File: src/rtl/f_pc_unit.sv
// Fetch-stage program counter: holds the fetch PC and picks the next one with fixed priority
// (exception, eret, stall, redirect, sequential). A redirect that lands during a stall is parked
// until the stall releases. Fetch address errors are flagged against an instruction-memory window.
module f_pc_unit #(
  parameter int unsigned       ADDR_W      = 32,
  parameter logic [ADDR_W-1:0] RESET_VEC   = 32'h0000_3000,
  parameter logic [ADDR_W-1:0] EXC_VEC     = 32'h0000_4180,
  parameter logic [ADDR_W-1:0] IM_LO       = 32'h0000_3000,
  parameter logic [ADDR_W-1:0] IM_HI       = 32'h0000_6FFF,
  parameter bit                ERET_BYPASS = 1'b1
) (
  input  logic              clk,
  input  logic              reset,
  input  logic              stall,
  input  logic              redir_valid,
  input  logic [ADDR_W-1:0] redir_target,
  input  logic              req,
  input  logic              eret,
  input  logic [ADDR_W-1:0] epc,
  output logic [ADDR_W-1:0] pc,
  output logic              exc_adel,
  output logic              redir_pending
);

  localparam logic [ADDR_W-1:0] PcStep = ADDR_W'(4);

  logic [ADDR_W-1:0] pc_q, pc_d;
  logic              pend_v_q, pend_v_d;
  logic [ADDR_W-1:0] pend_t_q, pend_t_d;

  // eret return target: with the bypass the epc instruction is already fetched this cycle,
  // so the register must move on to the one after it.
  logic [ADDR_W-1:0] eret_next;
  assign eret_next = ERET_BYPASS ? (epc + PcStep) : epc;

  // Next-state selection in fixed priority order.
  always_comb begin
    pc_d     = pc_q;
    pend_v_d = pend_v_q;
    pend_t_d = pend_t_q;
    if (req) begin
      pc_d     = EXC_VEC;
      pend_v_d = 1'b0;
    end else if (eret) begin
      pc_d     = eret_next;
      pend_v_d = 1'b0;
    end else if (stall) begin
      // Park the redirect; a later one in the same stall overwrites it.
      if (redir_valid) begin
        pend_v_d = 1'b1;
        pend_t_d = redir_target;
      end
    end else if (redir_valid) begin
      // A live redirect is younger than any parked one and wins.
      pc_d     = redir_target;
      pend_v_d = 1'b0;
    end else if (pend_v_q) begin
      pc_d     = pend_t_q;
      pend_v_d = 1'b0;
    end else begin
      pc_d     = pc_q + PcStep;
    end
  end

  // State register with synchronous reset; reset drops any parked redirect.
  always_ff @(posedge clk) begin
    if (reset) begin
      pc_q     <= RESET_VEC;
      pend_v_q <= 1'b0;
      pend_t_q <= '0;
    end else begin
      pc_q     <= pc_d;
      pend_v_q <= pend_v_d;
      pend_t_q <= pend_t_d;
    end
  end

  // Fetch address output; an exception in the same cycle suppresses the eret bypass.
  always_comb begin
    pc = pc_q;
    if (ERET_BYPASS && eret && !req) begin
      pc = epc;
    end
  end

  // Address error on whatever is presented as the fetch address; low bits are never masked.
  always_comb begin
    exc_adel = 1'b0;
    if (pc[1:0] != 2'b00) begin
      exc_adel = 1'b1;
    end
    if ((pc < IM_LO) || (pc > IM_HI)) begin
      exc_adel = 1'b1;
    end
  end

  assign redir_pending = pend_v_q;

endmodule

File: config.mk
export PLATFORM = sky130hd
export DESIGN_NAME = f_pc_unit
export DESIGN_NICKNAME = d
export VERILOG_FILES = /design/src/rtl/f_pc_unit.sv
export SDC_FILE = /design/constraint.sdc
export NUM_CORES = 1
export LEC_CHECK = 0
export ABC_AREA = 1
export CORE_MARGIN = 2
export CORE_UTILIZATION = 51
export DETAILED_ROUTE_END_ITERATION = 7
export PLACE_DENSITY = 0.87
export REMOVE_ABC_BUFFERS = 1
export SLEW_MARGIN = 15
export SYNTH_ARGS = -nofsm -noshare
export SYNTH_HDL_FRONTEND = slang
export SYNTH_SLANG_ARGS = --single-unit
File: constraint.sdc
create_clock -name clk -period 4.54 [get_ports clk]
set_input_delay 0.454 -clock clk [delete_from_list [all_inputs] [get_ports clk]]
set_output_delay 0.454 -clock clk [all_outputs]
set_load 0.05 [all_outputs]
; Word level (Yosys, flattened, before mapping)
; Index checks and enable logic that the tools add are counted.
[op_classes]
n_reduce_logical = 7
bitwise = 3
muxes = 8
addsub = 2
order_cmp = 2
n_eq_ne = 2
[ops]
columns = op, count
row1 = $mux 32, 5
row2 = $add 32x3->32 const B, 2
row3 = $gt 32x15->1 const B, 1
row4 = $lt 32x14->1 const B, 1
row5 = $mux 15, 1
row6 = $reduce_and 4->1, 1
row7 = $reduce_or 4->1, 1
row8 = $ne 3x1->1 const B, 1
row9 = $not 1->1, 3
row10 = $mux 1, 2
row11 = $ne 2x1->1 const B, 1
row12 = $reduce_bool 2->1, 1
row13 = $reduce_or 2->1, 1
row14 = $logic_and 1x1->1, 1
row15 = $logic_not 1->1, 1
row16 = $logic_or 1x1->1, 1
[word_totals]
reg_bits = 65
output_inout_bits = 34
elab_cells = 28

; Longest topological paths before layout
[logic_depth]
ltp_word = 6
depth_mapped = 12

; Least setup slack after synthesis
; Ideal clock, no wire load.
[synth_path]
path_type = input-to-output
startpoint = input port eret
endpoint = output port exc_adel
arrival_time_ns = 2.265
setup_slack_ns = 1.821
stages = 8
cell_sequence = buf_4 -> nand2_4 -> buf_6 -> o21ai_1 -> nand2_1 -> o21ai_1 -> a21oi_1 -> nand2_1
[synth_via]
elab_chain_cells = 5
elab_cells_between_ends = 8
cone_classes = order compare (2) / mux (3) / reduce/logical (3)
[synth_lines]
columns = item, line
row1 = start: declaration, 18  ; input logic eret,
row2 = $logic_and 1x1->1 *, 81  ; if (ERET_BYPASS && eret && !req) begin
row3 = $mux 32 *, 81
row4 = net pc[13], 20  ; output logic [ADDR_W-1:0] pc,
row5 = $lt 32x14->1 / $gt 32x15->1 (equally long branches), 92  ; if ((pc < IM_LO) || (pc > IM_HI)) begin
row6 = $logic_or 1x1->1 *, 92
row7 = $mux 1 *, 92
row8 = end: declaration, 21  ; output logic exc_adel,
; The timed path passes the listed nets; every way through them passes the cells marked *.

; Final worst setup path
[layout_path]
startpoint = input port req
endpoint = output port exc_adel
[layout_via]
elab_chain_cells = 6
elab_cells_between_ends = 9
cone_classes = order compare (2) / mux (3) / reduce/logical (4)
[layout_lines]
columns = item, line
row1 = start: declaration, 17  ; input logic req,
row2 = $logic_not 1->1 *, 81
row3 = $logic_and 1x1->1 *, 81
row4 = $mux 32 *, 81
row5 = "$lt 32x14->1, or another cell as far along", 92
row6 = $logic_or 1x1->1 / $mux 1 (equally long branches), "92, 89"
row7 = $mux 1 *, 92
; Every way passes the cells marked *; elsewhere a longest branch is shown, timed or not.

==> results.yml <==
layout:
  drive_gt1_share_pct: 7.89
  fillers: 940
  final_core_util_pct: 65.7
  seq_area_um2: 1300
  multi_input_area_um2: 3430
  layout.cells.non_filler: 1096
  area_growth_pct: 24.5
  fin_nets: 1030
  diodes: 0
grt:
  grt_pass1_vias: 5713
  use_met1_pct: 45.1
  grt_use_met3_pct: 8.05
  antenna_found_initial: 0
  gr-usage-met2_pct: 52.1
  grt_max_degree: 60
  overflow: 0
  grt_pass1_wl_um: 29400
  track_usage_pct: 33.8
  grt_busiest_layer: "met2"
clocking:
  clk-insertion-delay-late_ns: 0.36
  hold_buffers: 0
  cts_sinks: 65
  clock-root-buffer: "clkbuf_8"
  ctsResizeCount: 0
  cts_setup_buffers: 0
  cts_made_buffers: 9
  htree_levels: 3
  clkTransAtPathRegs_ns: 0.08
  cts_tree: "done"
  clk_path_buf_depth: 2
setup_path:
  crit_slowest_cell: "clkdlybuf4s50_1"
  max_stage_delay_ns: 0.69
  regToRegStartpoint: "pc_q[3]"
  start_kind: "input pin"
  path_class: "in -> out"
  startpoint: "req"
  worstPathArrival_ns: 3.18
  crit_fanout: 59
  crit_chain: "clkdlybuf4s50_1 > inv_2 > nand2_4 > o21ai_1 > nor4_2 > nand2_1 > nor2_1 > nand2_1 > clkdlybuf4s50_1"
  path_buf_inv: 3
  path_delay_family: "buffers and inverters"
  worstPathRequired_ns: 4.09
  worst_setup_path_end_kind: "output pin"
sta:
  finalSetupViolCount: 0
  skew_ns: 0.0151
  finalSetupTns_ns: 0
  slew_viol_final: 0
  worstMarginPinSlew_ns: 0.762
  rsz0062_at_grt: "false"
  slew_headroom_pct: 49.1
  finalCriticalPeriod_ns: 3.63
  holdWs_ns: 0.449
  fin_crit_sh_pct: 80.1
  fmaxAchievable_mhz: 275
  hold_viol_final: 0
yosys:
  synthTopCellsByArea: "dfxtp_1 (25%), nand2_1 (22%), nor2_1 (6.4%), nand3_1 (5.1%), a21oi_1 (4.7%)"
  avgSynthCellArea_um2: 5.94
  syn_area_um2: 5180
  synth_mux_area_share_pct: 0.217
  ys_ff_latch: 65
  synth_commonest_cells: "nand2_1 (303), nor2_1 (88), dfxtp_1 (65), inv_1 (63), nand3_1 (53)"
  synthAdderAreaFrac_pct: 0.483
  synth_edf_count: 0
  synth_cells: 872
  yosysMostFrequentCell: "nand2_1"
  ys_async_sr_fraction_pct: 0
  synth_area_leader_cell: "dfxtp_1"
  synth_top_cell_area_share_pct: 25.1
  yosys.area_share.simple_pct: 43.3
  synth_xor_area_share_pct: 2.20
  ys.flop_type: "dfxtp_1"
  yosysWarnings: 0
  synth_cell_types: 50
  seq_area_frac_synth_pct: 25.1
  synth_compound_area_share_pct: 20.0
  synth_top_family_by_area: "simple AND/OR/NAND/NOR gates"
drt:
  drt_iter0_markers: 766
  wirelength_um: 18400
  drc: 0
  viasPerCell: 5.72
  first_pass_iters: 6
  wl_per_cell_um: 16.8
  vias: 6273
  ant_nets: 0
die:
  num_rows: 36
  dieArea_um2: 11000
  die_w_um: 105
  start_util_pct: 52.8
  core_region_area_um2: 9820
  ios: 104
  die_y_um: 105
power_and_ir_drop:
  ir_worst_vdd_mv: 0.193
  p_sw_share_pct: 33.2
  pwr-share-clk_pct: 35.2
  comb_power_share_pct: 26.6
  p_per_area_nw_per_um2: 253
  internal-power_mw: 1.09
  p_sw_mw: 0.543
  seqPwrFrac_pct: 38.2
  leakagePower_nw: 2.49
run:
  cap_violations: 0
run_status:
  status: "finished clean"
placed_design:
  place_congestion: 1.05
  hpwl_um: 14200
  dpl.cell_count: 1080
  io_buffers: 103
min_path:
  hold_path_class: "reg -> reg"
  min_from: "pend_t_q[0]"
## stage by stage
| stage | instance area, µm² | power, mW | setup slack, ns |
|---|---|---|---|
| 4_1_cts | 6450 | 1.62 | 0.898 |
| 3_5_place_dp | 6220 | 1.06 | 0.886 |
| 2_1_floorplan | 5000 | 0.861 | 1.76 |
| 3_3_place_gp | 6220 | 1.06 | 0.946 |
| 5_1_grt | 6450 | 1.69 | 0.693 |
| 6_report | 6450 | 1.63 | 0.906 |
## worst min-delay path, cell delays in order, from the launching register on
cell and delay (ns):
dfxtp_1 0.30, inv_1 0.05, a21oi_1 0.05
## logic make-up (layout without fill, tap and decap cells)
logic type	after synthesis	count (layout)
buf+inv	103	194
compound gates	169	169
xor+xnor	13	13
simple gates	519	519
flops	65	65
fa+ha+maj	2	2
mux	1	1
## path summary, 6_finish.rpt
path	slack [ns]	depth (start not counted)	end
worst min register to register	0.45	2	pend_t_q[0]
worst max-delay path	0.91	9	exc_adel
worst max register to register	2.57	11	pc_q[12]
worst min-delay path	0.45	2	pend_t_q[0]
## flip-flops by register name (all words and copies together) (netlist names), named ones only
register,cells
pc_q,30
redir_pending,1
pend_t_q,32
## power by group through the flow
stage	clock network [mW]	logic, mW	registers, mW
finish	0.576	0.435	0.624
global route	0.601	0.465	0.625
CTS	0.574	0.429	0.621
detailed placement	0	0.426	0.634
global placement	0	0.424	0.634
floorplan	0	0.237	0.623
## cell usage in the layout (no fill, tap or decap), types with 2 or more instances in the layout
cell type        netlist  layout
nor2_8                 2       2
o21bai_1               2       2
o22ai_1                2       2
a21oi_2               11      11
a31oi_1                3       3
bufinv_16              0       2
clkdlybuf4s50_1        0     102
a211oi_1               3       3
buf_4                  3       3
clkbuf_8               0      11
nor3_2                 3       3
nand4_1               13      13
inv_1                 63      63
a21oi_1               49      49
and3_1                 3       3
nor2_1                88      87
xor2_1                10      10
o21ai_0               48      48
dfxtp_1               65      65
o21ai_1               15      15
xnor2_1                3       3
nand2_1              303     303
inv_2                  8       8
nor2_2                 7       8
o211ai_1               3       3
nand3b_1               5       5
clkinvlp_4             0       2
o21ai_2                5       5
or2_2                  3       3
nor3_1                19      19
a221oi_1              22      22
nand3_1               53      53
ha_1                   2       2
nand2_2               11      11
nor4_1                 3       3
## routing by layer
layer  wire length, µm  vias up
li1                  -     3068
met1              7640     2776
met2              8000      370
met3              1990       59
met4               780        0
met5                 0        -
## layout make-up
| cell class | count | share of cell area [%] |
|---|---|---|
| Sequential cell | 65 | 20.2 |
| Tap cell | 133 | 2.58 |
| Timing Repair Buffer | 106 | 16.3 |
| Clock buffer | 12 | 2.40 |
| Multi-Input combinational cell | 704 | 53.2 |
| Inverter | 72 | 4.23 |
| Clock inverter | 4 | 1.16 |
Power figures use the tool's default switching activity.
